==> src/rtl/cam_pkg.sv <==
// Shared camera-capture definitions: FSM encoding, default frame geometry
// and the RGB565 -> RGB332 packing used when a pixel completes.
package cam_pkg;

  typedef enum logic [1:0] {
    IDLE    = 2'd0,
    WAIT_VS = 2'd1,
    CAPTURE = 2'd2,
    DONE    = 2'd3
  } cap_state_e;

  localparam int H_PIX_DEF = 160;
  localparam int V_PIX_DEF = 120;

  // Keep the top 3 red, top 3 green and top 2 blue bits of the 565 pixel.
  function automatic logic [7:0] rgb565_to_rgb332(input logic [7:0] hi, input logic [7:0] lo);
    logic unused_bits;
    unused_bits = ^{hi[4:3], lo[7:5], lo[2:0]};
    return {hi[7:5], hi[2:0], lo[4:3]};
  endfunction

endpackage

==> src/rtl/cam_capture_ctrl_if.sv <==
// Frame-buffer write port: one address/data word per mem_we cycle.
// No backpressure; the buffer must accept every strobed write.
interface cam_capture_ctrl_if #(
  parameter int AW = 15,
  parameter int DW = 8
);
  logic [AW-1:0] mem_addr;
  logic [DW-1:0] mem_data;
  logic          mem_we;

  modport master (output mem_addr, mem_data, mem_we);
  modport slave  (input  mem_addr, mem_data, mem_we);
endinterface

==> src/rtl/sync_edge.sv <==
// Two-flop synchronizer plus a history flop for edge detection; level is
// 2 clk behind the async input, rise/fall pulse for one clk.
module sync_edge #(
  parameter int WIDTH = 1
) (
  input  logic             clk,
  input  logic             rst_n,
  input  logic [WIDTH-1:0] sig,
  output logic [WIDTH-1:0] level,
  output logic [WIDTH-1:0] rise,
  output logic [WIDTH-1:0] fall
);
  logic [WIDTH-1:0] meta;
  logic [WIDTH-1:0] sync;
  logic [WIDTH-1:0] prev;

  always_ff @(posedge clk or negedge rst_n) begin
    if (!rst_n) begin
      meta <= '0;
      sync <= '0;
      prev <= '0;
    end else begin
      meta <= sig;
      sync <= meta;
      prev <= sync;
    end
  end

  assign level = sync;
  assign rise  = sync & ~prev;
  assign fall  = ~sync & prev;
endmodule

==> src/rtl/cam_capture_ctrl.sv <==
// Captures one RGB565 camera frame per start into an RGB332 frame buffer;
// a write appears 1 clk after the completing pclk-rise detect, no backpressure.
module cam_capture_ctrl
  import cam_pkg::*;
#(
  parameter int AW    = 15,
  parameter int DW    = 8,
  parameter int H_PIX = H_PIX_DEF,
  parameter int V_PIX = V_PIX_DEF
) (
  input  logic                      clk,
  input  logic                      rst_n,
  input  logic                      start,
  input  logic                      cam_pclk,
  input  logic                      cam_href,
  input  logic                      cam_vsync,
  input  logic [7:0]                cam_data,
  cam_capture_ctrl_if.master        mem,
  output logic                      busy,
  output logic                      frame_done,
  output logic                      overflow
);
  localparam int            NPIX      = H_PIX * V_PIX;
  localparam logic [AW-1:0] LAST_ADDR = AW'(NPIX - 1);

  cap_state_e state;
  logic       phase;
  logic       full;
  logic [7:0] hi_byte;

  logic pclk_lvl, pclk_rise, pclk_fall;
  logic href_lvl, href_rise, href_fall;
  logic vsync_lvl, vsync_rise, vsync_fall;
  logic [7:0] data_lvl, data_rise, data_fall;

  sync_edge #(.WIDTH(1)) u_sync_pclk (
    .clk(clk), .rst_n(rst_n), .sig(cam_pclk),
    .level(pclk_lvl), .rise(pclk_rise), .fall(pclk_fall)
  );
  sync_edge #(.WIDTH(1)) u_sync_href (
    .clk(clk), .rst_n(rst_n), .sig(cam_href),
    .level(href_lvl), .rise(href_rise), .fall(href_fall)
  );
  sync_edge #(.WIDTH(1)) u_sync_vsync (
    .clk(clk), .rst_n(rst_n), .sig(cam_vsync),
    .level(vsync_lvl), .rise(vsync_rise), .fall(vsync_fall)
  );
  sync_edge #(.WIDTH(8)) u_sync_data (
    .clk(clk), .rst_n(rst_n), .sig(cam_data),
    .level(data_lvl), .rise(data_rise), .fall(data_fall)
  );

  logic unused_sync;
  assign unused_sync = ^{pclk_lvl, pclk_fall, href_rise, vsync_lvl, data_rise, data_fall};

  always_ff @(posedge clk or negedge rst_n) begin
    if (!rst_n) begin
      state        <= IDLE;
      mem.mem_addr <= '0;
      mem.mem_data <= '0;
      mem.mem_we   <= 1'b0;
      busy         <= 1'b0;
      frame_done   <= 1'b0;
      overflow     <= 1'b0;
      phase        <= 1'b0;
      full         <= 1'b0;
      hi_byte      <= '0;
    end else begin
      mem.mem_we <= 1'b0;
      frame_done <= 1'b0;

      // Address advances after the write cycle and parks on the last slot.
      if (mem.mem_we) begin
        if (mem.mem_addr == LAST_ADDR) full <= 1'b1;
        else                           mem.mem_addr <= mem.mem_addr + AW'(1);
      end

      unique case (state)
        IDLE: begin
          if (start) begin
            state        <= WAIT_VS;
            busy         <= 1'b1;
            mem.mem_addr <= '0;
            phase        <= 1'b0;
            overflow     <= 1'b0;
            full         <= 1'b0;
          end
        end
        WAIT_VS: begin
          if (vsync_fall) state <= CAPTURE;
        end
        CAPTURE: begin
          if (href_fall) begin
            phase <= 1'b0;
          end else if (pclk_rise && href_lvl) begin
            phase <= ~phase;
            if (!phase)    hi_byte  <= data_lvl;
            else if (full) overflow <= 1'b1;
            else begin
              mem.mem_we   <= 1'b1;
              mem.mem_data <= DW'(rgb565_to_rgb332(hi_byte, data_lvl));
            end
          end
          if (vsync_rise) begin
            state      <= DONE;
            frame_done <= 1'b1;
          end
        end
        DONE: begin
          state <= IDLE;
          busy  <= 1'b0;
        end
        default: state <= IDLE;
      endcase
    end
  end
endmodule

==> src/flat_wrapper.sv <==
// flat-port wrapper written by rule: the top's interface ports become plain ports
module cam_capture_ctrl_flat import cam_pkg::*;
#(
  parameter int AW    = 15,
  parameter int DW    = 8,
  parameter int H_PIX = H_PIX_DEF,
  parameter int V_PIX = V_PIX_DEF
)
  (clk, rst_n, start, cam_pclk, cam_href, cam_vsync, cam_data, busy, frame_done, overflow, mem_mem_addr, mem_mem_data, mem_mem_we);
  cam_capture_ctrl_if #(.AW(AW), .DW(DW)) mem_i ();
  input  logic clk;
  input  logic rst_n;
  input  logic start;
  input  logic cam_pclk;
  input  logic cam_href;
  input  logic cam_vsync;
  input  logic [7:0] cam_data;
  output logic busy;
  output logic frame_done;
  output logic overflow;
  output wire logic [$bits(mem_i.mem_addr)-1:0] mem_mem_addr;
  output wire logic [$bits(mem_i.mem_data)-1:0] mem_mem_data;
  output wire logic [$bits(mem_i.mem_we)-1:0] mem_mem_we;
  assign mem_mem_addr = mem_i.mem_addr;
  assign mem_mem_data = mem_i.mem_data;
  assign mem_mem_we = mem_i.mem_we;
  cam_capture_ctrl #(.AW(AW), .DW(DW), .H_PIX(H_PIX), .V_PIX(V_PIX)) u_core (.clk(clk), .rst_n(rst_n), .start(start), .cam_pclk(cam_pclk), .cam_href(cam_href), .cam_vsync(cam_vsync), .cam_data(cam_data), .mem(mem_i), .busy(busy), .frame_done(frame_done), .overflow(overflow));
endmodule
==> config.mk <==
export PLATFORM = sky130hd
export DESIGN_NAME = cam_capture_ctrl_flat
export DESIGN_NICKNAME = d
export VERILOG_FILES = /design/src/rtl/cam_pkg.sv /design/src/rtl/cam_capture_ctrl_if.sv /design/src/rtl/sync_edge.sv /design/src/rtl/cam_capture_ctrl.sv /design/src/flat_wrapper.sv
export SDC_FILE = /design/constraint.sdc
export NUM_CORES = 1
export LEC_CHECK = 0
export ABC_AREA = 1
export BUFFER_PORTS_ARGS = -buffer_cell sky130_fd_sc_hd__clkbuf_2
export CORE_MARGIN = 2
export CORE_UTILIZATION = 42
export CTS_CLUSTER_DIAMETER = 80
export DETAILED_ROUTE_END_ITERATION = 10
export MAX_ROUTING_LAYER = met4
export PLACE_DENSITY_LB_ADDON = 0.15
export SYNTH_ARGS = -nofsm -noshare
export SYNTH_HDL_FRONTEND = slang
export SYNTH_SLANG_ARGS = --single-unit
export TNS_END_PERCENT = 1
==> constraint.sdc <==
create_clock -name clk -period 4.23 [get_ports clk]
set_clock_uncertainty 0.15 [all_clocks]
set_input_delay 0.6345 -clock clk [delete_from_list [all_inputs] [get_ports clk]]
set_output_delay 0.6345 -clock clk [all_outputs]
set_load 0.005 [all_outputs]
==> results.md <==
* Status: complete, no violations
* #FFs+latches synth at 62
* Final Instance Area at 3120 um2
* Synthesized area per cell at 9.39 um2
* Post-Syn Area at 2610 um2
* Min-delay src: u_core.u_sync_data.meta[6]$_DFF_PN0_
* Drt via density at 4.72
* Top cells by area, synth: dfrtp_1 (59%), nand2_1 (11%), inv_1 (4.0%), nor2_1 (3.9%), nand3_1 (3.8%)
* Reg2reg start: u_core.mem.mem_we$_DFF_PN0_
* Worst reg-to-reg path cell count at 5
* WP data arrival at 1.34 ns
* Die X-Extent at 82.9 um
* Total gr overflow at 0
* Final non-filler cell total at 406
* Fmax at 0.471 GHz
* Hold WS at 0.199 ns
* GPL Wtd Cong at 0.877
* Slew Limit Headroom at 38.0%
* CTS Buffer Depth at 2
* Fin crit share at 50.2%
* Drt total wl at 4880 um
* Slew Viols, Final at 0
* Total core area at 5960 um2
* ANT nets after route at 0
* Final net count at 345
* Critical path's largest stage delay at 0.77 ns
* TritonCTS clock tree: yes
* Via count at 1,918
* TritonCTS Sinks at 62
* Worst path cell trace: clkbuf_2
* Initial Utilization at 43.8%
* Vias in the first global route at 1,863
* Placed cell areas at 2890 um2
* Hold path endpoint: u_core.u_sync_data.level[6]$_DFF_PN0_
* Crit-path max FO at 21
* Crit path kind: flop to primary output
* First-pass GRT wire length at 8530 um
* Post-CTS sizing at 0
* Setup repair after global routing missed its margin: no
* Die ar. at 6860 um2
* Crit path capture type: primary output
* Final HPWL DP at 3420 um
* Top-area cell type share of the netlist area at 59.4%
* Overall routing resource usage at 16.1%
* Antenna cells at 0
* # placed instances at 390
* Ys Warns at 0
* Share of cells above drive strength 1 at 22.1%
* Hold Crit Class: flop to flop
* Fin crit period at 2.12 ns
* DRC Markers at 0
* R2R Setup Slk at 2.23 ns
* Crit path max-delay cell type: dfrtp_1
* Hold path cells at 0
* Power per cell area at 535 nW/um2
* Synthesized Nets at 297
* Area Overhead vs Synth at 19.3%
* Clock root buffer: clkbuf_8
* Worst Setup Start Kind: flop
* Largest net degree at the start of global routing at 39
* Post-synth ARST share at 100%
* VDD IR max at 0.283 mV
* Router iterations before antenna repair at 4
* Post-synth EDFFs at 0
* DIE HEIGHT at 82.9 um
* Hold_buf cts at 0
* Total CTS buffers at 9
* Initial antenna violation count at 0
* Setup TNS at 0 ns
* Pleak at 1.54 nW
* H-tree depth at 3
* Most frequent cells in the layout: nand2_1 (75), dfrtp_1 (62), clkbuf_2 (40)
* Sequential share of the synthesized area at 59.4%
* DRT iter0 DRCs at 63
* Reg clk slew, reported paths at 0.07 ns
* R2r endpoint: u_core.mem.mem_addr[14]$_DFF_PN0_
* Primary FF master, synth: dfrtp_1
* Post-CTS Setup Inserts at 0
* Area leader, netlist: dfrtp_1
* Synth unique cells at 26
* Port Buf Inserts at 40
* WP data required at 3.45 ns
* Hold violation total from the final report at 0
* Post-Syn Instances at 278
* Max-cap violations at 0
* Io pins at 41
* Worst slew pin tran at 0.930 ns
* Drt wl/cell at 12.0 um
* Setup violators final at 0
* Worst-Skew Late Latency at 0.33 ns
* Commonest non-fill, non-tap cell in the layout: nand2_1
* Family with the most delay on the worst path: flip-flops
* Fill count at 560
* CP bufs+invs at 1
* # rows at 28
-- routing by layer --
metal	vias to the layer above	GRT usage, %	routed length (um)
met5	-	-	0
met4	0	7.90	93
met3	9	4.17	165
met2	33	23.5	2290
met1	884	20.8	2330
li1	992	-	-
-- logic make-up (layout without fill, tap and decap cells) --
group	count (synthesis)	count (layout)	synth area share, %
xor+xnor	3	3	1.01
fa+ha+maj	5	5	2.40
buf+inv	35	88	5.51
mux	6	6	2.59
flops	62	62	59.4
simple gates	145	145	24.0
compound gates	22	22	5.08
-- state kept, by name (all words and copies together), names as in the netlist, 2 cells and up --
signal and count:
u_core.hi_byte 6, u_core.state 2, u_core.u_sync_data.meta 8, u_core.mem.mem_addr 15
u_core.mem.mem_data 8, u_core.u_sync_data.level 8
-- Yosys cell counts, drive strengths merged (2+ instances only) --
| cell type | number |
|---|---|
| o21ai | 7 |
| nand3 | 21 |
| xnor2 | 2 |
| a21oi | 12 |
| inv | 29 |
| nand2 | 79 |
| nand4 | 10 |
| nor2 | 28 |
| buf | 4 |
| mux2 | 6 |
| dfrtp | 62 |
| clkinv | 2 |
| nor3 | 7 |
| ha | 5 |
-- through the flow --
stage	setup slack, ns	util (%)	total power, mW
final	2.11	52.3	1.67
after global routing	2.01	52.3	1.78
after CTS	2.08	52.3	1.69
after detailed placement	2.23	48.4	1.09
after global placement	2.29	48.4	1.08
after floorplan	2.60	-	0.962
-- worst max-delay path by stage --
stage	startpoint	to	slack, ns	cells past startpoint
2_1_floorplan	u_core.state[0]$_DFFE_PN0P_	u_core.hi_byte[0]$_DFFE_PN0P_	2.60	6
3_3_place_gp	u_core.mem.mem_we$_DFF_PN0_	u_core.mem.mem_addr[14]$_DFF_PN0_	2.29	5
3_5_place_dp	u_core.mem.mem_we$_DFF_PN0_	u_core.mem.mem_addr[14]$_DFF_PN0_	2.23	5
4_1_cts	u_core.mem.mem_we$_DFF_PN0_	mem_mem_we	2.08	1
5_1_grt	u_core.mem.mem_we$_DFF_PN0_	mem_mem_we	2.01	1
6_report	u_core.mem.mem_we$_DFF_PN0_	mem_mem_we	2.11	1
-- report_power, final --
| part | switching [mW] | internal, mW |
|---|---|---|
| Clock | 0.241 | 0.352 |
| Combinational | 0.168 | 0.133 |
| Sequential | 0.0715 | 0.700 |
-- layout make-up --
class | instances | area [um2] | area share, %
Sequential cell | 62 | 1550 | 49.8
Multi-Input combinational cell | 181 | 916 | 29.4
Timing Repair Buffer | 41 | 208 | 6.67
Clock buffer | 10 | 138 | 4.42
Inverter | 31 | 116 | 3.73
Tap cell | 75 | 93.8 | 3.01
Clock inverter | 6 | 92.6 | 2.97
Note: power is estimated with default switching activity, not from simulation.
